### src/rtl/fetch_stage_pkg.sv
// Shared types and RV32 constants for the fetch stage and the pipeline stages that consume it.
package fetch_stage_pkg;

    localparam int          INSTR_BYTES = 4;
    localparam logic [31:0] NOP         = 32'h0000_0013;  // addi x0, x0, 0

    typedef logic [6:0] opcode_t;
    localparam opcode_t OPC_BRANCH = 7'b110_0011;
    localparam opcode_t OPC_JAL    = 7'b110_1111;
    localparam opcode_t OPC_JALR   = 7'b110_0111;

    // Fetch mode: SQUASH while stale responses from a redirected path are still due.
    localparam logic [0:0] MODE_RUN    = 1'b0;
    localparam logic [0:0] MODE_SQUASH = 1'b1;

    typedef struct packed {
        logic        valid;
        logic [31:0] pc;
        logic [31:0] instr;
    } if_id_t;

endpackage

### src/rtl/fetch_fifo.sv
// Synchronous FIFO with wrap-bit pointers and a synchronous clear.
// DEPTH must be a power of two (>= 2) so the pointer arithmetic wraps naturally.
module fetch_fifo #(
    parameter int DEPTH = 2,
    parameter int WIDTH = 32
) (
    input  logic                       clk,
    input  logic                       rst_n,
    input  logic                       clr,
    input  logic                       push,
    input  logic [WIDTH-1:0]           push_data,
    input  logic                       pop,
    output logic [WIDTH-1:0]           pop_data,
    output logic                       full,
    output logic                       empty,
    output logic [$clog2(DEPTH+1)-1:0] count
);
    localparam int AW = $clog2(DEPTH);
    localparam int CW = $clog2(DEPTH + 1);

    logic [AW:0]      wr_ptr_q, wr_ptr_d;
    logic [AW:0]      rd_ptr_q, rd_ptr_d;
    logic [AW:0]      fill;
    logic [WIDTH-1:0] mem_q [DEPTH];
    logic [WIDTH-1:0] mem_d [DEPTH];

    always_comb begin
        fill     = wr_ptr_q - rd_ptr_q;
        empty    = (fill == '0);
        full     = (fill == (AW+1)'(DEPTH));
        count    = CW'(fill);
        pop_data = mem_q[rd_ptr_q[AW-1:0]];

        mem_d    = mem_q;
        wr_ptr_d = wr_ptr_q;
        rd_ptr_d = rd_ptr_q;
        if (clr) begin
            wr_ptr_d = '0;
            rd_ptr_d = '0;
        end else begin
            if (push && !full) begin
                mem_d[wr_ptr_q[AW-1:0]] = push_data;
                wr_ptr_d                = wr_ptr_q + (AW+1)'(1);
            end
            if (pop && !empty) begin
                rd_ptr_d = rd_ptr_q + (AW+1)'(1);
            end
        end
    end

    always_ff @(posedge clk or negedge rst_n) begin
        if (!rst_n) begin
            wr_ptr_q <= '0;
            rd_ptr_q <= '0;
            for (int i = 0; i < DEPTH; i++) begin
                mem_q[i] <= '0;
            end
        end else begin
            wr_ptr_q <= wr_ptr_d;
            rd_ptr_q <= rd_ptr_d;
            mem_q    <= mem_d;
        end
    end

    // Callers size their traffic so a push never meets a full buffer.
    assert property (@(posedge clk) disable iff (!rst_n) !(push && full && !clr));

endmodule

### src/rtl/fetch_stage.sv
// Instruction-fetch stage: owns the PC, issues in-order requests under a shared credit
// budget, buffers returned words and squashes all wrong-path work on a redirect.
import fetch_stage_pkg::*;

module fetch_stage #(
    parameter logic [31:0] RESET_PC   = 32'h0000_0000,
    parameter int          FIFO_DEPTH = 2
) (
    input  logic        iClk,
    input  logic        nRst,
    input  logic        iStall,
    input  logic        iBrTrue,
    input  logic [31:0] iBrTarget,
    output logic        oImemReqValid,
    input  logic        iImemReqReady,
    output logic [31:0] oImemReqAddr,
    input  logic        iImemRspValid,
    input  logic [31:0] iImemRspData,
    output if_id_t      oIF_ID
);
    // Handshakes: a request transfers on a cycle where oImemReqValid && iImemReqReady;
    // valid/addr hold until then. Responses arrive in order with no back-pressure.
    localparam int CW = $clog2(FIFO_DEPTH + 1);

    logic          run_q, run_d;
    logic [31:0]   pc_q, pc_d;
    logic [CW-1:0] outstanding_q, outstanding_d;
    logic [CW-1:0] drop_q, drop_d;
    logic [0:0]    mode_q, mode_d;

    logic [CW:0]   credit_used;
    logic          req_fire, rsp_keep, out_valid, ibuf_pop;
    logic [31:0]   tag_pc;
    logic          tag_full, tag_empty;
    logic [CW-1:0] tag_count;
    logic [63:0]   ibuf_head;
    logic          ibuf_full, ibuf_empty;
    logic [CW-1:0] ibuf_count;

    always_comb begin
        run_d         = 1'b1;
        credit_used   = {1'b0, outstanding_q} + {1'b0, ibuf_count};
        oImemReqValid = run_q && !iBrTrue && (credit_used < (CW+1)'(FIFO_DEPTH));
        oImemReqAddr  = pc_q;
        req_fire      = oImemReqValid && iImemReqReady;
        // A response coinciding with a redirect is wrong-path as well.
        rsp_keep      = iImemRspValid && !iBrTrue && (mode_q == MODE_RUN);
        out_valid     = !ibuf_empty && !iBrTrue;
        ibuf_pop      = out_valid && !iStall;

        oIF_ID.valid  = out_valid;
        oIF_ID.pc     = out_valid ? ibuf_head[63:32] : '0;
        oIF_ID.instr  = out_valid ? ibuf_head[31:0]  : '0;

        pc_d          = pc_q;
        outstanding_d = outstanding_q + CW'(req_fire) - CW'(iImemRspValid);
        drop_d        = drop_q;
        if (iBrTrue) begin
            pc_d   = iBrTarget & ~32'h3;
            drop_d = outstanding_q - CW'(iImemRspValid);
        end else begin
            if (req_fire) begin
                pc_d = pc_q + 32'(INSTR_BYTES);
            end
            if (iImemRspValid && drop_q != '0) begin
                drop_d = drop_q - CW'(1);
            end
        end

        mode_d = mode_q;
        case (mode_q)
            MODE_RUN:    if (drop_d != '0) mode_d = MODE_SQUASH;
            MODE_SQUASH: if (drop_d == '0) mode_d = MODE_RUN;
            default:     mode_d = MODE_RUN;
        endcase
    end

    // run_q gives the synchronous release: the first request goes out the cycle after nRst rises.
    always_ff @(posedge iClk or negedge nRst) begin
        if (!nRst) begin
            run_q         <= 1'b0;
            pc_q          <= RESET_PC;
            outstanding_q <= '0;
            drop_q        <= '0;
            mode_q        <= MODE_RUN;
        end else begin
            run_q         <= run_d;
            pc_q          <= pc_d;
            outstanding_q <= outstanding_d;
            drop_q        <= drop_d;
            mode_q        <= mode_d;
        end
    end

    // Tags are never flushed: stale responses still pop their own tag before being dropped.
    fetch_fifo #(.DEPTH(FIFO_DEPTH), .WIDTH(32)) u_tag_q (
        .clk       (iClk),
        .rst_n     (nRst),
        .clr       (1'b0),
        .push      (req_fire),
        .push_data (pc_q),
        .pop       (iImemRspValid),
        .pop_data  (tag_pc),
        .full      (tag_full),
        .empty     (tag_empty),
        .count     (tag_count)
    );

    fetch_fifo #(.DEPTH(FIFO_DEPTH), .WIDTH(64)) u_ibuf (
        .clk       (iClk),
        .rst_n     (nRst),
        .clr       (iBrTrue),
        .push      (rsp_keep),
        .push_data ({tag_pc, iImemRspData}),
        .pop       (ibuf_pop),
        .pop_data  (ibuf_head),
        .full      (ibuf_full),
        .empty     (ibuf_empty),
        .count     (ibuf_count)
    );

    assert property (@(posedge iClk) disable iff (!nRst) !(iImemRspValid && tag_empty));
    assert property (@(posedge iClk) disable iff (!nRst) tag_count == outstanding_q);
    assert property (@(posedge iClk) disable iff (!nRst) !(req_fire && tag_full));
    assert property (@(posedge iClk) disable iff (!nRst) !(ibuf_full && outstanding_q != '0));

endmodule

### config.mk
export PLATFORM = sky130hd
export DESIGN_NAME = fetch_stage
export DESIGN_NICKNAME = d
export VERILOG_FILES = /design/src/rtl/fetch_stage_pkg.sv /design/src/rtl/fetch_fifo.sv /design/src/rtl/fetch_stage.sv
export SDC_FILE = /design/constraint.sdc
export NUM_CORES = 1
export LEC_CHECK = 0
export ABC_AREA = 1
export CORE_ASPECT_RATIO = 1.25
export CORE_MARGIN = 8
export CORE_UTILIZATION = 30
export DETAILED_ROUTE_END_ITERATION = 8
export PLACE_DENSITY = 0.46
export SLEW_MARGIN = 20
export SYNTH_ARGS = -nofsm -noshare
export SYNTH_HDL_FRONTEND = slang
export SYNTH_SLANG_ARGS = --single-unit
### constraint.sdc
create_clock -name iClk -period 2.9 [get_ports iClk]
set_input_delay 0.435 -clock iClk [delete_from_list [all_inputs] [get_ports iClk]]
set_output_delay 0.435 -clock iClk [all_outputs]
set_load 0.01 [all_outputs]
==> impl_metrics.csv <==
group,metric,value,unit
power_and_ir_drop,p_int,0.00912,W
detailed_routing,ant_nets,0,
critical_path,arrival,2.32,ns
logic_synthesis,yosysMostFrequentCell,"nand2_1",
logic_synthesis,synth_area,12000,um2
power_and_ir_drop,powerDensity,985,nW/um2
critical_path,path_max_fanout,23,
clock_tree,tritoncts,"built",
die,die-width,195,um
global_route,grt_use_total,15.0,%
die,start_util,30.1,%
hold_path,hp-class,"in2async",
placed_design,dp_hpwl,23000,um
timing,fmax,363,MHz
finish,nets,1766,
detailed_routing,vias_per_cell,4.60,
die,num_rows,82,
timing,finalSetupTns,0,ns
detailed_routing,wl_per_cell,16.1,um
critical_path,cp-end-kind,"output pin",
critical_path,path_class,"reg2out",
finish,synthToLayoutAreaGrowth,26.3,%
finish,design_area,15200,um2
logic_synthesis,synth_edf_count,0,
detailed_routing,routed_wl,35600,um
placed_design,place_congestion,0.880,
logic_synthesis,synth_commonest_cells,"468 x nand2_1, 228 x dfrtp_1, 179 x inv_1",
timing,fin_crit_sh,95.0,%
critical_path,max_stage_delay,0.44,ns
global_route,grt_max_degree,109,
global_route,grt_pass1_vias,10146,
run_status,outcome,"finished, final reports clean",
timing,clock_skew,0.0136,ns
timing,report.final.slew_viol_count,0,
power_and_ir_drop,switching_share,38.9,%
critical_path,path_cells,"ha_4 -> inv_1 -> nand3_2 -> nand3_4 -> nand2_8 -> buf_8 -> a21oi_1 -> dlygate4sd2_1",
die,ioPinCount,168,
global_route,grt_pass1_wl,57300,um
clock_tree,numCtsBuffers,27,
power_and_ir_drop,irDropWorstVdd,0.413,mV
logic_synthesis,yosys.area.top_type_share,47.6,%
finish,multi_input_area,5200,um2
timing,min_period,2.75,ns
detailed_routing,dr.pass1.iters,5,
logic_synthesis,yosysWarnings,0,
logic_synthesis,synth-async-reset-ratio,100,%
clock_tree,clock_path_buffers,3,
finish,regArea,5710,um2
logic_synthesis,synth_seq_cells,228,
timing,worst_pin_slew,0.740,ns
timing,grt_setup_unrepaired,"false",
placed_design,dpl_cell_area,14100,um2
timing,relSlewSlack,50.7,%
detailed_routing,vias,10182,
die,die_area,46700,um2
detailed_routing,drt_iter0_drc,528,
logic_synthesis,ys_top_cells_by_area,"dfrtp_1 48%, nand2_1 15%, inv_1 5.6%",
logic_synthesis,synthFlopType,"dfrtp_1",
critical_path,critPathLaunchType,"flop",
die,die_y,240,um
finish,diodes,0,
placed_design,io_buffers,161,
power_and_ir_drop,p_sw,0.00581,W
run,max_cap_viol_count,0,
critical_path,cp_data_required_time,2.47,ns
clock_tree,cts.sink_count,228,
critical_path,cp_slowest_cell,"dfrtp_2",
finish,drive_above_1_share,9.25,%
logic_synthesis,netlist-cell-type-count,34,
power_and_ir_drop,p_leak,7.52,nW
logic_synthesis,synth_top_cell_by_area,"dfrtp_1",
die,core,39800,um2
clock_tree,clkSlewWorstSetupHoldPaths,0.06,ns
clock_tree,clk_latency,0.54,ns
detailed_routing,drcViolationCount,0,
finish,nFillCells,4154,
power_and_ir_drop,pwr-share-seq,36.3,%
clock_tree,htreeDepth,1,
timing,setup_viol_count_final,0,
global_route,overflow,0,
global_route,grt_antenna_before_repair,0,
logic_synthesis,syn_avg_cell_area,7.69,um2
power_and_ir_drop,pwr-share-comb,39.6,%
timing,hold_viol_final,0,
logic_synthesis,syn_inst,1560,
power_and_ir_drop,clkPwrFrac,24.1,%
clock_tree,root_buffer,"clkbuf_16",
critical_path,ff2ff_path_depth,16,
logic_synthesis,seq_area_frac_synth,47.6,%
[cell usage in the layout, fill, tap and decap left out, types with 3 or more instances in the layout]
| master | synthesis | routed |
|---|---|---|
| clkbuf_1 | 35 | 3 |
| nand3_1 | 114 | 111 |
| nor2_1 | 114 | 113 |
| dlygate4sd2_1 | 0 | 60 |
| nand2_2 | 2 | 3 |
| a21oi_1 | 87 | 77 |
| inv_2 | 4 | 4 |
| bufinv_16 | 0 | 4 |
| o21ai_0 | 98 | 98 |
| o21bai_1 | 60 | 60 |
| clkdlybuf4s50_1 | 0 | 96 |
| ha_1 | 7 | 5 |
| buf_12 | 0 | 11 |
| o21ai_1 | 12 | 12 |
| dfrtp_1 | 228 | 226 |
| nand2_1 | 468 | 466 |
| nand3_2 | 1 | 3 |
| dlymetal6s2s_1 | 0 | 3 |
| xnor2_1 | 7 | 7 |
| buf_4 | 14 | 17 |
| nand3_4 | 3 | 4 |
| conb_1 | 2 | 5 |
| clkbuf_8 | 0 | 7 |
| a21oi_2 | 39 | 49 |
| clkbuf_16 | 0 | 29 |
| inv_1 | 179 | 178 |
| nand3b_1 | 13 | 13 |
| nor2_2 | 3 | 3 |
| clkinv_2 | 0 | 6 |
| xor2_1 | 14 | 14 |
[power by group through the flow]
stage                     registers (W)  clock network [W]  logic [W]
after detailed placement        0.00547                  0    0.00595
after CTS                       0.00542            0.00374    0.00590
final                           0.00542            0.00360    0.00590
after global routing            0.00561            0.00385    0.00673
after global placement          0.00545                  0    0.00589
after floorplan                 0.00525                  0    0.00382
[layer usage]
layer	global-route usage (%)	vias up	wire length, um
li1	-	5154	-
met1	20.6	4758	17100
met2	24.0	229	16000
met3	2.70	41	1770
met4	4.00	0	725
met5	0	-	0
[sequential cells by signal (all words and copies together) (netlist names), 2 cells and up]
| register | flops |
|---|---|
| drop_q | 2 |
| u_ibuf.rd_ptr_q | 2 |
| u_ibuf.mem_q | 124 |
| u_tag_q.rd_ptr_q | 2 |
| u_tag_q.mem_q | 60 |
| oImemReqAddr | 30 |
| u_tag_q.wr_ptr_q | 2 |
| u_ibuf.wr_ptr_q | 2 |
| outstanding_q | 2 |
[worst max-delay path: cells and delay by family, from the launching register on]
family | cells | cell delay [ns]
flip-flops | 1 | 0.44
adder cells (fa/ha/maj) | 1 | 0.18
AND/OR/NAND/NOR | 3 | 0.35
AO/OA/AOI/OAI | 1 | 0.16
buffers and inverters | 3 | 0.64
[path summary, 6_finish.rpt]
path,from,slack (ns),endpoint
worst max register to register,u_ibuf.wr_ptr_q[0],0.30,outstanding_q[1]
worst min register to register,u_ibuf.mem_q[28],0.48,u_ibuf.mem_q[28]
max in group asynchronous,nRst,1.58,u_tag_q.mem_q[54]
worst min-delay path,nRst,0.47,u_ibuf.mem_q[5]
min in group iClk,iBrTarget[26],0.47,oImemReqAddr[26]
worst max-delay path,u_ibuf.rd_ptr_q[0],0.15,oIF_ID[58]
[logic make-up after synthesis]
family | after synthesis | share of synthesized area [%]
buffers and inverters | 280 | 10.1
xor gates and xnor gates | 21 | 1.53
adders and majority gates | 7 | 0.730
other | 2 | 0.0626
DFF | 228 | 47.6
and+or+nand+nor | 725 | 25.2
AOI/OAI and AO/OA | 297 | 14.9
[layout make-up]
class                      instances  area share [%]
inverter                         183            4.55
sequential                       228            37.7
multi-input combinational       1055            34.3
tap                              504            4.16
clock buffer                      37            5.17
timing repair buffer             194            13.1
clock inverter                    12            1.09
[repair_timing]
action / CTS / global route
gates cloned: 0 / 2
resized for setup: 82 / 12
pin swaps: 1 / 7
setup endpoints to repair: 64 / 6
buffers inserted: 2 / 0
hold buffers: 1 / 0
hold endpoints to repair: 66 / 0
[stage by stage]
stage / hold slack (ns) / total power (W) / util, % / worst slack (ns) / cells
2_1_floorplan: 0.139 / 0.00906 / - / 0.268 / 1563
3_5_place_dp: 0.464 / 0.0114 / 35.4 / 0.0268 / 2159
3_3_place_gp: 0.463 / 0.0113 / 35.4 / 0.0222 / 2159
6_report: 0.465 / 0.0149 / 38.1 / 0.146 / 2213
5_1_grt: 0.473 / 0.0162 / 38.1 / 0.0261 / 2213
4_1_cts: 0.434 / 0.0151 / 37.8 / -0.113 / 2211
(Power assumes the default switching activity.)
